## config.mk

```make
export PLATFORM = sky130hd
export DESIGN_NAME = phy_link_ctrl
export DESIGN_NICKNAME = d
export VERILOG_FILES = /design/src/rtl/phy_pkg.sv /design/src/rtl/phy_lane_align.sv /design/src/rtl/phy_link_ctrl.sv
export SDC_FILE = /design/constraint.sdc
export NUM_CORES = 1
export LEC_CHECK = 0
export BUFFER_PORTS_ARGS = -buffer_cell sky130_fd_sc_hd__buf_2
export CAP_MARGIN = 15
export CELL_PAD_IN_SITES_DETAIL_PLACEMENT = 0
export CELL_PAD_IN_SITES_GLOBAL_PLACEMENT = 1
export CORE_UTILIZATION = 40
export CTS_CLUSTER_DIAMETER = 150
export DETAILED_ROUTE_END_ITERATION = 7
export GPL_TIMING_DRIVEN = 0
export PLACE_DENSITY_LB_ADDON = 0.1
export SETUP_SLACK_MARGIN = 0.02
export SYNTH_ARGS = -nofsm -noshare
export SYNTH_HDL_FRONTEND = slang
export SYNTH_SLANG_ARGS = --single-unit
```

## constraint.sdc

```tcl
create_clock -name clk4f -period 2.5 [get_ports clk4f]
set_input_delay 0.25 -clock clk4f [delete_from_list [all_inputs] [get_ports clk4f]]
set_output_delay 0.25 -clock clk4f [all_outputs]
set_load 0.02 [all_outputs]
```

## src/rtl/phy_pkg.sv

```systemverilog
// Shared definitions for the PCIe PHY link controller: FSM encoding,
// lane count and default training/fill symbols.
package phy_pkg;

   localparam int unsigned LANES = 4;
   localparam logic [7:0] COM_SYM_DEF  = 8'hBC;
   localparam logic [7:0] IDLE_SYM_DEF = 8'h7C;

   typedef enum logic [1:0] {
      RESET_S   = 2'd0,
      LINK_WAIT = 2'd1,
      ACTIVE    = 2'd2,
      RECOVER   = 2'd3
   } phy_state_e;

endpackage

```

## src/rtl/phy_lane_align.sv

```systemverilog
// One lane's training tracker: counts consecutive COM symbols while waiting
// for the link and consecutive missing bytes once the link is up.
module phy_lane_align
   import phy_pkg::*;
#(
   parameter logic [7:0]  COM_SYM     = COM_SYM_DEF,
   parameter int unsigned ALIGN_COUNT = 4,
   parameter int unsigned LOSS_LIMIT  = 3
) (
   input  logic        i_clk,
   input  logic        i_reset,
   input  logic [7:0]  i_byte,
   input  logic        i_valid,
   input  phy_state_e  i_state,
   output logic        o_locked,
   output logic        o_lossHit
);

   localparam logic [3:0] ALIGN_MAX = 4'(ALIGN_COUNT);
   localparam logic [3:0] LOSS_MAX  = 4'(LOSS_LIMIT);

   logic [3:0] r_alignCnt;
   logic [3:0] r_lossCnt;

   // Align counter only moves in LINK_WAIT and is frozen in ACTIVE so data
   // bytes can never unlock a lane; everything else clears both counters.
   always_ff @(posedge i_clk or posedge i_reset) begin
      if (i_reset) begin
         r_alignCnt <= '0;
         r_lossCnt  <= '0;
      end else begin
         case (i_state)
            LINK_WAIT: begin
               if (i_valid && (i_byte == COM_SYM)) begin
                  if (r_alignCnt != ALIGN_MAX)
                     r_alignCnt <= r_alignCnt + 4'd1;
               end else begin
                  r_alignCnt <= '0;
               end
               r_lossCnt <= '0;
            end
            ACTIVE: begin
               if (!i_valid) begin
                  if (r_lossCnt != 4'hF)
                     r_lossCnt <= r_lossCnt + 4'd1;
               end else begin
                  r_lossCnt <= '0;
               end
            end
            default: begin
               r_alignCnt <= '0;
               r_lossCnt  <= '0;
            end
         endcase
      end
   end

   assign o_locked = (r_alignCnt == ALIGN_MAX);

   // Flags the cycle whose edge will bring the loss count to the limit, so the
   // FSM leaves ACTIVE on that same edge.
   assign o_lossHit = (i_state == ACTIVE) && !i_valid && (r_lossCnt == (LOSS_MAX - 4'd1));

endmodule

```

## src/rtl/phy_link_ctrl.sv

```systemverilog
// Link-training and lane-sequencing controller for the 4-lane PCIe PHY:
// declares the link up once all lanes align and drops it on lane loss.
module phy_link_ctrl
   import phy_pkg::*;
#(
   parameter logic [7:0]  COM_SYM     = COM_SYM_DEF,
   parameter logic [7:0]  IDLE_SYM    = IDLE_SYM_DEF,
   parameter int unsigned ALIGN_COUNT = 4,
   parameter int unsigned LOSS_LIMIT  = 3
) (
   input  logic       clk4f,
   input  logic       reset,
   input  logic [7:0] rx_byte0,
   input  logic [7:0] rx_byte1,
   input  logic [7:0] rx_byte2,
   input  logic [7:0] rx_byte3,
   input  logic [3:0] rx_valid,
   input  logic [3:0] tx_req,
   output logic       active,
   output logic       recir_en,
   output logic [3:0] lane_locked,
   output logic [3:0] tx_data_en,
   output logic [7:0] tx_sym,
   output logic [1:0] state,
   output logic [3:0] retrain_cnt
);

   phy_state_e r_state;
   phy_state_e w_nextState;
   logic [3:0] r_retrainCnt;
   logic [3:0] r_txDataEn;
   logic [3:0] w_locked;
   logic [3:0] w_lossHit;
   logic [7:0] w_rxByte [LANES];

   assign w_rxByte[0] = rx_byte0;
   assign w_rxByte[1] = rx_byte1;
   assign w_rxByte[2] = rx_byte2;
   assign w_rxByte[3] = rx_byte3;

   for (genvar g = 0; g < LANES; g++) begin : gLane
      phy_lane_align #(
         .COM_SYM     (COM_SYM),
         .ALIGN_COUNT (ALIGN_COUNT),
         .LOSS_LIMIT  (LOSS_LIMIT)
      ) uLane (
         .i_clk     (clk4f),
         .i_reset   (reset),
         .i_byte    (w_rxByte[g]),
         .i_valid   (rx_valid[g]),
         .i_state   (r_state),
         .o_locked  (w_locked[g]),
         .o_lossHit (w_lossHit[g])
      );
   end

   // Lock uses the registered lane flags, so a lane clearing in the same cycle
   // another lane locks simply holds the FSM in LINK_WAIT.
   always_comb begin
      w_nextState = r_state;
      case (r_state)
         RESET_S:   w_nextState = LINK_WAIT;
         LINK_WAIT: if (&w_locked) w_nextState = ACTIVE;
         ACTIVE:    if (|w_lossHit) w_nextState = RECOVER;
         RECOVER:   w_nextState = LINK_WAIT;
         default:   w_nextState = RESET_S;
      endcase
   end

   // Data enables look at the next state so they drop on the same edge that
   // leaves ACTIVE, and follow tx_req one edge late while the link is up.
   always_ff @(posedge clk4f or posedge reset) begin
      if (reset) begin
         r_state      <= RESET_S;
         r_retrainCnt <= '0;
         r_txDataEn   <= '0;
      end else begin
         r_state    <= w_nextState;
         r_txDataEn <= (w_nextState == ACTIVE) ? tx_req : 4'b0000;
         if ((r_state == ACTIVE) && (w_nextState == RECOVER) && (r_retrainCnt != 4'hF))
            r_retrainCnt <= r_retrainCnt + 4'd1;
      end
   end

   assign active      = (r_state == ACTIVE);
   assign recir_en    = ~active;
   assign tx_sym      = active ? IDLE_SYM : COM_SYM;
   assign lane_locked = w_locked;
   assign tx_data_en  = r_txDataEn;
   assign state       = r_state;
   assign retrain_cnt = r_retrainCnt;

endmodule

```

==> impl_results.md <==
* Initial Util at 42.0%
* Setup Fix Bufs, Post-CTS at 0
* Die height at 81.5 um
* Total Wirelength at roughly 5300 um
* Detailed Route Iter0 Violations at 69
* # diodes at 0
* Final setup violation count at 0
* Final min period at between 2 and 2.5 ns
* Initial antenna violation count at 0
* Most common cell in the netlist: dfrtp_1
* Critical-path maximum fanout at 10
* Gr ovfl total at 0
* Reg2reg start: state[0]
* Clock Skews at ~0.011 ns
* Max-Cap Viols at 0
* Sw frac at between 20% and 30%
* Largest net degree at the start of global routing at 35
* DR vias/cell at 5.10
* Overall Power at 1.29 mW
* Min-delay src: tx_req[1]
* Die area at 6650 um^2
* Internal power at 1.01 mW
* Antenna Nets Post-Route at 0
* Placed cell count at 398
* Area post-placement at 2950 um^2
* Sequential element share of the synthesized area at roughly two fifths
* Peak supply drop at 0.197 mV
* Post-synth top area cell: dfrtp_1
* # rows at 28
* Slew HR at 66.0%
* Synth top area share at 41.5%
* Mapped Cells at 259
* Post-Syn Area at 2530 um^2
* Worst skew pair latency at roughly 0.30 ns
* Lkg Pwr at 1.54 nW
* Syn. warnings at 0
* WP data required at 2.68 ns
* Worst-path clk slew at 0.09 ns
* FMAX at 0.427 GHz
* Pins Over Slew Limit at 0
* Comb power frac at 5.6%
* Number of distinct library cells after synthesis at between 40 and 50
* Syn avg cell area at between 9 and 10 um^2
* Count of boundary I/O pins at 66
* Die Span X at 81.5 um
* CTS root buf: clkbuf_8
* Tot GR Track Use at approximately 17%
* Top cells by count, synth: dfrtp_1, nor2_1, inv_1
* Crit. End Element: flop
* RSZ-0062 raised after global routing: no
* Hold Violations, Final at 0
* DR WL/cell at 13.0 um
* Reg-to-reg endpoint: retrain_cnt[1]
* Psw at 0.278 mW
* Status: finished clean
* First-pass GRT wire length at 8560 um
* Hold EP: tx_data_en[1]
* Power share of the sequential group at 52.5%
* Fin nets at 392
* Core Footprint at ~6000 um^2
* Power Dens Cells at 418 nW/um^2
* Clk sinks at 42
* TritonRoute pass-1 iters at 4
* Util after Layout at about half
* Synth area leaders: dfrtp_1, ha_1, buf_4, nor2_1, inv_1
* Hold Crit Class: input port to flop
* Number of buffers created by CTS at 5
* Crit Path Category: flop to flop
* Worst Tran Pin Value at approximately 0.51 ns
* R2r setup slk at 0.16 ns
* Finished Cell Area at 3090 um^2
* Share of layout cells above drive strength 1 at 29.6%
* Hold depth at 2
* Final setup TNS at 0 ns
* Final period util at 93.7%
* Startpoint class of the critical path: flop
* Layout Cells excl Fill at 406
* CTS tree: yes
* CTS Buffer Depth at 2
* Post-synth EDFFs at 0
* Number of H-tree levels at 2
* Reg2Reg Depth at 7
* Asr flop ratio synth at 100%
* Flops & latches, synth at 42
* DRC violations left at 0
* Clock power share at 41.9%
* Port Buffers at 59
* Post-synth top flop: dfrtp_1
* Area growth syn-to-layout at 22.3%
* Worst EP arrival at 2.52 ns
* Vias in the first global route at 1889
* Final Wtd Congestion at 0.775
* Post-detail-place hpwl at 3980 um
* Via total after detailed routing at 2070
routing by layer:
metal  track usage (%)  vias to the layer above  share of wire [%]
li1                  -                     1038                  -
met1              21.9                      982                 47
met2              28.5                       44                 47
met3              4.22                        6                4.8
met4              4.82                        0                1.1
met5                 0                        -                  0
cell type report:
cell class | instances | area (um^2)
fillers | 587 | 2930
repair buffers | 61 | 325
clock buffers | 6 | 72.6
inverters | 23 | 86.3
well taps | 75 | 93.8
clock inverters | 2 | 37.5
multi-input cells | 183 | 1330
flip-flops and latches | 42 | 1050
plain buffers | 14 | 98.8
power groups by stage:
stage          Combinational (mW)  Sequential, mW  Clock, mW
2_1_floorplan              0.0318           0.692          0
3_3_place_gp               0.0676           0.693          0
3_5_place_dp               0.0729           0.692          0
4_1_cts                    0.0739           0.679      0.555
5_1_grt                    0.0815           0.679      0.584
6_report                   0.0719           0.679      0.542
worst max-delay path by stage:
| stage | from | end | cells past startpoint |
|---|---|---|---|
| 2_1_floorplan | state[0] | retrain_cnt[1] | 7 |
| 3_3_place_gp | state[0] | retrain_cnt[1] | 7 |
| 3_5_place_dp | state[0] | retrain_cnt[1] | 7 |
| 4_1_cts | state[0] | tx_sym[7] | 6 |
| 5_1_grt | state[0] | retrain_cnt[1] | 7 |
| 6_report | state[0] | retrain_cnt[1] | 7 |
placed cells by master, fill, tap and decap left out, drive strengths merged, types with 5 or more instances in the layout:
master / count
a21oi: 9
inv: 23
a31o: 5
and2: 5
nand3: 12
conb: 6
nor3: 12
nand2b: 7
nand2: 11
clkbuf: 8
a31oi: 6
buf: 72
nor2: 24
o21ai: 10
ha: 20
dfrtp: 42
nand4: 7
critical path, cell delays in order, from the launching register on:
cell and delay, ns:
dfrtp_1 0.46, inv_1 0.15, ha_4 0.24, nand2b_2 0.12
or4b_1 0.51, nand3_2 0.14, nor4b_4 0.28, mux2_4 0.33
state kept, by name, summed over array words and instances (netlist names):
name	count
retrain_cnt	4
gLane.uLane.r_alignCnt	16
gLane.uLane.r_lossCnt	16
state	2
tx_data_en	4
logic make-up after synthesis:
| family | count (synthesis) | synth area share [%] |
|---|---|---|
| AOI/OAI and AO/OA | 42 | 11.4 |
| xor gates and xnor gates | 6 | 2.08 |
| adders and majority gates | 20 | 9.89 |
| buffers and inverters | 38 | 7.42 |
| DFF | 42 | 41.5 |
| muxes | 4 | 1.93 |
| other | 2 | 0.297 |
| and+or+nand+nor | 105 | 25.4 |
stage by stage:
step,hold WS (ns),worst slack (ns)
floorplan,0.379,0.0337
CTS,0.139,0.0651
global route,0.147,0.0470
detailed placement,0.196,-0.0832
global placement,0.456,-0.115
finish,0.150,0.158
repair_timing:
action	CTS	global route
gates resized for setup	2	3
hold endpoints to repair	8	0
cloned	0	0
endpoints found under the setup margin	2	4
pin swaps	0	0
hold buffers	1	0
Power figures use the tool's default switching activity.
